### src/rtl/range_session_arbiter_if.sv
// Requester and range-engine signal bundle for range_session_arbiter.
// slave = arbiter side, master = requesters/engine side.
interface range_session_arbiter_if #(
  parameter int NUM_REQ = 2,
  parameter int DW      = 10
);
  localparam int OW = (NUM_REQ > 1) ? $clog2(NUM_REQ) : 1;

  logic [NUM_REQ-1:0]    req;
  logic [NUM_REQ-1:0]    smp_valid;
  logic [NUM_REQ-1:0]    smp_last;
  logic [NUM_REQ*DW-1:0] smp_data;
  logic [NUM_REQ-1:0]    grant;
  logic                  busy;
  logic                  eng_go;
  logic                  eng_finish;
  logic [DW-1:0]         eng_data;
  logic [DW-1:0]         eng_range;
  logic                  rsp_valid;
  logic [OW-1:0]         rsp_owner;
  logic [DW-1:0]         rsp_range;
  logic                  rsp_abort;

  modport slave (
    input  req, smp_valid, smp_last, smp_data, eng_range,
    output grant, busy, eng_go, eng_finish, eng_data,
    output rsp_valid, rsp_owner, rsp_range, rsp_abort
  );

  modport master (
    output req, smp_valid, smp_last, smp_data, eng_range,
    input  grant, busy, eng_go, eng_finish, eng_data,
    input  rsp_valid, rsp_owner, rsp_range, rsp_abort
  );
endinterface

### src/rtl/range_session_arbiter.sv
// Round-robin session arbiter for the shared min/max range engine.
// Optional stream idle timeout: define RANGE_ARB_TIMEOUT_EN.
module range_session_arbiter #(
  parameter int NUM_REQ     = 2,
  parameter int DW          = 10,
  parameter int MAX_SAMPLES = 64,
  parameter int TIMEOUT_CYC = 255
) (
  input  logic clock,
  input  logic reset_n,
  range_session_arbiter_if.slave bus
);
  localparam int OW = $clog2(NUM_REQ);
  localparam int CW = $clog2(MAX_SAMPLES + 1);

  typedef enum logic [2:0] {
    S_IDLE, S_START, S_STREAM, S_FINISH, S_RESP
  } state_t;

  state_t          state_q, state_d;
  logic [OW-1:0]   owner_q, rr_q, pick, rr_nxt;
  logic [OW:0]     sum;
  logic            found;
  logic [CW-1:0]   cnt_q;
  logic            abort_q, abort_d;
  logic [DW-1:0]   data_q, range_q;
  logic [NUM_REQ-1:0] grant_q;
  logic [DW-1:0]   lane [NUM_REQ];
  logic            own_vld, own_last, own_req;

  for (genvar g = 0; g < NUM_REQ; g++) begin : g_lane
    assign lane[g] = bus.smp_data[g*DW +: DW];
  end

  assign own_vld  = bus.smp_valid[owner_q];
  assign own_last = bus.smp_last[owner_q];
  assign own_req  = bus.req[owner_q];
  assign rr_nxt   = (owner_q == OW'(NUM_REQ - 1)) ?
                    '0 : owner_q + 1'b1;

`ifdef RANGE_ARB_TIMEOUT_EN
  logic [7:0] tmo_q;
  logic       tmo_hit;
  assign tmo_hit = !own_vld && (tmo_q == 8'(TIMEOUT_CYC - 1));
`else
  logic unused_tmo;
  assign unused_tmo = ^TIMEOUT_CYC;
`endif

  // First asserted request at or after the rr pointer, wrapping.
  always_comb begin
    pick  = '0;
    found = 1'b0;
    sum   = '0;
    for (int i = 0; i < NUM_REQ; i++) begin
      sum = {1'b0, rr_q} + (OW+1)'(i);
      if (sum >= (OW+1)'(NUM_REQ))
        sum = sum - (OW+1)'(NUM_REQ);
      if (!found && bus.req[sum[OW-1:0]]) begin
        found = 1'b1;
        pick  = sum[OW-1:0];
      end
    end
  end

  // Session state register.
  always_ff @(posedge clock or negedge reset_n) begin
    if (!reset_n) state_q <= S_IDLE;
    else          state_q <= state_d;
  end

  // Next-state and session end/abort decision.
  always_comb begin
    state_d = state_q;
    abort_d = abort_q;
    unique case (state_q)
      S_IDLE:   if (found) state_d = S_START;
      S_START: begin
        state_d = S_STREAM;
        abort_d = 1'b0;
      end
      S_STREAM: begin
        if (own_vld && (own_last ||
            cnt_q == CW'(MAX_SAMPLES - 1))) begin
          state_d = S_FINISH;
          abort_d = 1'b0;
        end else if (!own_req) begin
          state_d = S_FINISH;
          abort_d = 1'b1;
        end
`ifdef RANGE_ARB_TIMEOUT_EN
        else if (tmo_hit) begin
          state_d = S_FINISH;
          abort_d = 1'b1;
        end
`endif
      end
      S_FINISH: state_d = S_RESP;
      S_RESP:   state_d = S_IDLE;
      default:  state_d = S_IDLE;
    endcase
  end

  // Owner, grant, sample forwarding, result capture.
  always_ff @(posedge clock or negedge reset_n) begin
    if (!reset_n) begin
      owner_q <= '0;
      rr_q    <= '0;
      cnt_q   <= '0;
      abort_q <= 1'b0;
      data_q  <= '0;
      range_q <= '0;
      grant_q <= '0;
    end else begin
      abort_q <= abort_d;
      if (state_q == S_IDLE && found) begin
        owner_q <= pick;
        grant_q <= NUM_REQ'(1) << pick;
      end
      if (state_q == S_START) cnt_q <= '0;
      if (state_q == S_STREAM && own_vld) begin
        data_q <= lane[owner_q];
        cnt_q  <= cnt_q + 1'b1;
      end
      if (state_q == S_FINISH)
        range_q <= abort_q ? '0 : bus.eng_range;
      if (state_q == S_RESP) begin
        rr_q    <= rr_nxt;
        grant_q <= '0;
      end
    end
  end

`ifdef RANGE_ARB_TIMEOUT_EN
  // Idle-stream counter, restarted by every owner sample.
  always_ff @(posedge clock or negedge reset_n) begin
    if (!reset_n)                tmo_q <= '0;
    else if (state_q == S_START) tmo_q <= '0;
    else if (state_q == S_STREAM)
      tmo_q <= own_vld ? 8'd0 : tmo_q + 8'd1;
  end
`endif

  assign bus.grant      = grant_q;
  assign bus.busy       = (state_q != S_IDLE);
  assign bus.eng_go     = (state_q == S_START);
  assign bus.eng_finish = (state_q == S_FINISH);
  assign bus.eng_data   = data_q;
  assign bus.rsp_valid  = (state_q == S_RESP);
  assign bus.rsp_owner  = bus.rsp_valid ? owner_q : '0;
  assign bus.rsp_range  = range_q;
  assign bus.rsp_abort  = bus.rsp_valid & abort_q;
endmodule
### src/flat_wrapper.sv
// flat-port wrapper written by rule: the top's interface ports become plain ports
module range_session_arbiter_flat 
#(
  parameter int NUM_REQ     = 2,
  parameter int DW          = 10,
  parameter int MAX_SAMPLES = 64,
  parameter int TIMEOUT_CYC = 255
)
  (clock, reset_n, bus_req, bus_smp_valid, bus_smp_last, bus_smp_data, bus_eng_range, bus_grant, bus_busy, bus_eng_go, bus_eng_finish, bus_eng_data, bus_rsp_valid, bus_rsp_owner, bus_rsp_range, bus_rsp_abort);
  range_session_arbiter_if #(.NUM_REQ(NUM_REQ), .DW(DW)) bus_i ();
  input  logic clock;
  input  logic reset_n;
  input wire logic [$bits(bus_i.req)-1:0] bus_req;
  input wire logic [$bits(bus_i.smp_valid)-1:0] bus_smp_valid;
  input wire logic [$bits(bus_i.smp_last)-1:0] bus_smp_last;
  input wire logic [$bits(bus_i.smp_data)-1:0] bus_smp_data;
  input wire logic [$bits(bus_i.eng_range)-1:0] bus_eng_range;
  output wire logic [$bits(bus_i.grant)-1:0] bus_grant;
  output wire logic [$bits(bus_i.busy)-1:0] bus_busy;
  output wire logic [$bits(bus_i.eng_go)-1:0] bus_eng_go;
  output wire logic [$bits(bus_i.eng_finish)-1:0] bus_eng_finish;
  output wire logic [$bits(bus_i.eng_data)-1:0] bus_eng_data;
  output wire logic [$bits(bus_i.rsp_valid)-1:0] bus_rsp_valid;
  output wire logic [$bits(bus_i.rsp_owner)-1:0] bus_rsp_owner;
  output wire logic [$bits(bus_i.rsp_range)-1:0] bus_rsp_range;
  output wire logic [$bits(bus_i.rsp_abort)-1:0] bus_rsp_abort;
  assign bus_i.req = bus_req;
  assign bus_i.smp_valid = bus_smp_valid;
  assign bus_i.smp_last = bus_smp_last;
  assign bus_i.smp_data = bus_smp_data;
  assign bus_i.eng_range = bus_eng_range;
  assign bus_grant = bus_i.grant;
  assign bus_busy = bus_i.busy;
  assign bus_eng_go = bus_i.eng_go;
  assign bus_eng_finish = bus_i.eng_finish;
  assign bus_eng_data = bus_i.eng_data;
  assign bus_rsp_valid = bus_i.rsp_valid;
  assign bus_rsp_owner = bus_i.rsp_owner;
  assign bus_rsp_range = bus_i.rsp_range;
  assign bus_rsp_abort = bus_i.rsp_abort;
  range_session_arbiter #(.NUM_REQ(NUM_REQ), .DW(DW), .MAX_SAMPLES(MAX_SAMPLES), .TIMEOUT_CYC(TIMEOUT_CYC)) u_core (.clock(clock), .reset_n(reset_n), .bus(bus_i));
endmodule
### config.mk
export PLATFORM = sky130hd
export DESIGN_NAME = range_session_arbiter_flat
export DESIGN_NICKNAME = d
export VERILOG_FILES = /design/src/rtl/range_session_arbiter_if.sv /design/src/rtl/range_session_arbiter.sv /design/src/flat_wrapper.sv
export SDC_FILE = /design/constraint.sdc
export NUM_CORES = 1
export LEC_CHECK = 0
export ABC_AREA = 1
export CAP_MARGIN = 20
export CORE_UTILIZATION = 39
export CTS_CLUSTER_DIAMETER = 200
export DETAILED_ROUTE_END_ITERATION = 10
export PLACE_DENSITY_LB_ADDON = 0.3
export SYNTH_ARGS = -nofsm -noshare
export SYNTH_HDL_FRONTEND = slang
export SYNTH_SLANG_ARGS = --single-unit
### constraint.sdc
create_clock -name clock -period 1.23 [get_ports clock]
set_input_delay 0.246 -clock clock [delete_from_list [all_inputs] [get_ports clock]]
set_output_delay 0.246 -clock clock [all_outputs]
set_load 0.02 [all_outputs]
==> flow_summary_export.csv <==
group,metric,value,unit
synthesis,synth_nets,242,
timing,tightest_slew,389,ps
global_route,grt_pass1_wl,7530,um
floorplanning,core_area,4030,um^2
timing,slew_viol_final,0,
timing,slew_headroom,73.8,%
synthesis,ys_ff_latch,35,
floorplanning,ios,66,
status,status,"finished with violations",
synthesis,yosys.area.top_type,"dfrtp_1",
placement,io_buffers,65,
setup_path,worst-path-buf-inv,3,
finish,diodes,0,
detailed_routing,routed_via_density,4.89,
synthesis,synth_area_per_cell,8.11,um^2
synthesis,syn-cell-area,1650,um^2
detailed_routing,route.detailed.drc,0,
synthesis,synth_xor_xnor_area_share,0,%
placement,placed_cell_area,2540,um^2
synthesis,synth-compound-area-share,11.6,%
clocking,cts_tree,"yes",
clocking,cts_root_buf,"clkbuf_8",
synthesis,synth_area_leaders,"dfrtp_1 53%, nand2_1 11%, inv_1 6.2%, nor2_1 5.5%, nand3_1 4.9%",
floorplanning,die_h,67.0,um
setup_path,cpPeakStageDelay,410,ps
global_route,grt.met2_usage,39.0,%
timing,fin_skew,9.05,ps
global_route,grt_start_max_net_pins,36,
global_route,first_global_vias,1666,
finish,layout_commonest_cell,"nand2_1",
setup_path,path_cells,"buf_6, buf_4, nor3_4, buf_6",
floorplanning,die_x,67.0,um
finish,design_area,2980,um^2
placement,numPlacedInstances,335,
placement,place_congestion,0.747,
setup_path,start_kind,"flop",
synthesis,synth_top_area_share,53.2,%
global_route,antenna_found_initial,0,
floorplanning,dieArea,4490,um^2
setup_path,worstSetupPathType,"flop to output pin",
timing,period_share,126,%
detailed_routing,ant_nets,0,
power,powerDensity,2380,nW/um^2
finish,layout-drive-gt1-share,41.2,%
clocking,insertion_delay,290,ps
status,violations,"negative setup slack",
synthesis,synth-adder-area-share,0.760,%
synthesis,synth_simple_gate_area_share,25.2,%
setup_path,critical_path.endpoint_type,"output pin",
detailed_routing,first_pass_iters,4,
clocking,cts_buffer_depth,2,
timing,report.final.setup_viol,39,
placement,place.detailed.hpwl,2890,um
finish,layout_common_cells,"39 x nand2_1, 36 x clkdlybuf4s50_1, 34 x dfrtp_1",
setup_path,slowest_stage,"dfrtp_1",
clocking,h-tree-depth,2,
timing,fin_ws,-319,ps
setup_path,critical_path_arrival,1300,ps
setup_path,crit_family,"buffers and inverters",
detailed_routing,first_iter_violations,65,
synthesis,yosysSeqAreaShare,53.2,%
synthesis,yosys_warnings,0,
timing,rsz0062_at_grt,"yes",
setup_path,cp_max_fo,4,
global_route,grt.met1_usage,26.1,%
timing,fmax,0.646,GHz
floorplanning,rows,23,
global_route,grt_use_total,22.8,%
setup_path,cp.required,980,ps
timing,hold_viol_final,0,
setup_path,cp_common_cell,"buf_6",
global_route,use_met3,8.39,%
power,leakage,1.39,nW
finish,syn_to_final_growth,80.9,%
finish,final_net_count,349,
timing,fin_crit,1550,ps
synthesis,synth_top_family_by_area,"simple AND/OR/NAND/NOR gates",
detailed_routing,num_vias,1765,
synthesis,postSynthCellCount,203,
clocking,path_clk_slew,70,ps
detailed_routing,wl_per_cell,13.7,um
detailed_routing,routed_wl,4940,um
global_route,top_usage_layer,"met2",
global_route,overflow,0,
worst_hold_path,hp-class,"input port to async pin",
synthesis,synth_cell_types,24,
floorplanning,initial_core_util,40.9,%
clocking,clock_sinks,35,
synthesis,synth_mux_area_share,0,%
placement,pre_cts_slack,-484,ps
power,ir_worst_vdd,1.14,mV
clocking,cts_buffers,5,
finish,instances_no_fill,361,
job,drv_cap,0,
==> per-stage QoR <==
| step | utilization, % | hold WS [ps] | power (mW) | setup TNS [ps] |
|---|---|---|---|---|
| 5_1_grt | 73.9 | 487 | 7.53 | -10250 |
| 2_1_floorplan | - | -49.6 | 3.67 | -290 |
| 3_3_place_gp | 63.1 | 224 | 5.32 | -7350 |
| 6_report | 73.9 | 443 | 7.08 | -7900 |
| 4_1_cts | 71.4 | 446 | 6.69 | -6320 |
| 3_5_place_dp | 63.1 | 223 | 5.38 | -8300 |
==> power by group <==
group          total (mW)  switching [mW]  leakage (nW)  internal [mW]
clock network       0.819           0.423        0.0412          0.396
logic                4.29            2.32         0.923           1.98
registers            1.97           0.329         0.429           1.64
==> sequential cells by signal, indices dropped and copies added, names as in the netlist <==
signal / flops
u_core.rr_q: 1
u_core.bus.eng_data: 10
u_core.owner_q: 1
u_core.state_q: 3
u_core.cnt_q: 7
u_core.bus.grant: 2
u_core.bus.rsp_range: 10
u_core.abort_q: 1
==> final timing paths <==
check                                          from  depth (start not counted)                      to  slack, ps
worst max-delay path              u_core.state_q[2]                          4          bus_eng_finish       -320
worst min-delay path                        reset_n                          3       u_core.state_q[2]        440
worst max register to register    u_core.state_q[2]                         11  u_core.bus.eng_data[7]       -310
worst min register to register  u_core.bus.grant[1]                          2     u_core.bus.grant[1]        520
max in group asynchronous                   reset_n                          3       u_core.state_q[0]        600
min in group clock                 bus_smp_data[14]                          3  u_core.bus.eng_data[4]        510
==> cell type report <==
class,instances,area (um^2)
Clock buffer,6,72.6
Multi-Input combinational cell,132,828
Tap cell,50,62.6
Timing Repair Buffer,107,1000
Fill cell,299,1050
Inverter,29,126
Sequential cell,35,877
Clock inverter,2,12.5
==> Yosys cell counts <==
library cell	number
nand2_1	47
nand3b_1	1
inv_1	27
nand2_2	2
o21ai_0	16
nand4_1	2
inv_4	1
a21oi_1	3
a31oi_1	10
o21ai_1	4
ha_1	1
inv_2	1
buf_2	2
nor2_4	1
nor3_2	2
dfrtp_1	35
nor3_1	1
a21boi_0	1
o22ai_1	1
buf_6	1
nor2_1	24
buf_4	1
nand3_1	16
clkbuf_1	3
==> worst min-delay path, delay by kind of cell <==
family	cells	cell delay (ps)
buffers and inverters	3	840
==> cell families (layout without fill, tap and decap cells) <==
family | Yosys count | count (layout)
buffers and inverters | 36 | 144
and+or+nand+nor | 96 | 96
AOI/OAI and AO/OA | 35 | 35
DFF | 35 | 35
adders and majority gates | 1 | 1
==> routing by layer <==
| metal | share of wire (%) | routed length [um] |
|---|---|---|
| met1 | 41 | 2030 |
| met2 | 52 | 2550 |
| met3 | 6.3 | 311 |
| met4 | 0.89 | 44 |
| met5 | 0 | 0 |
==> timing repair <==
action | CTS | global route
hold buffers | 1 | 0
setup buffers | 7 | 7
cloned | 3 | 2
endpoints found under the hold margin | 35 | 0
endpoints found under the setup margin | 60 | 57
resized for setup | 123 | 61
pin swaps | 9 | 11
Power figures use the tool's default switching activity.
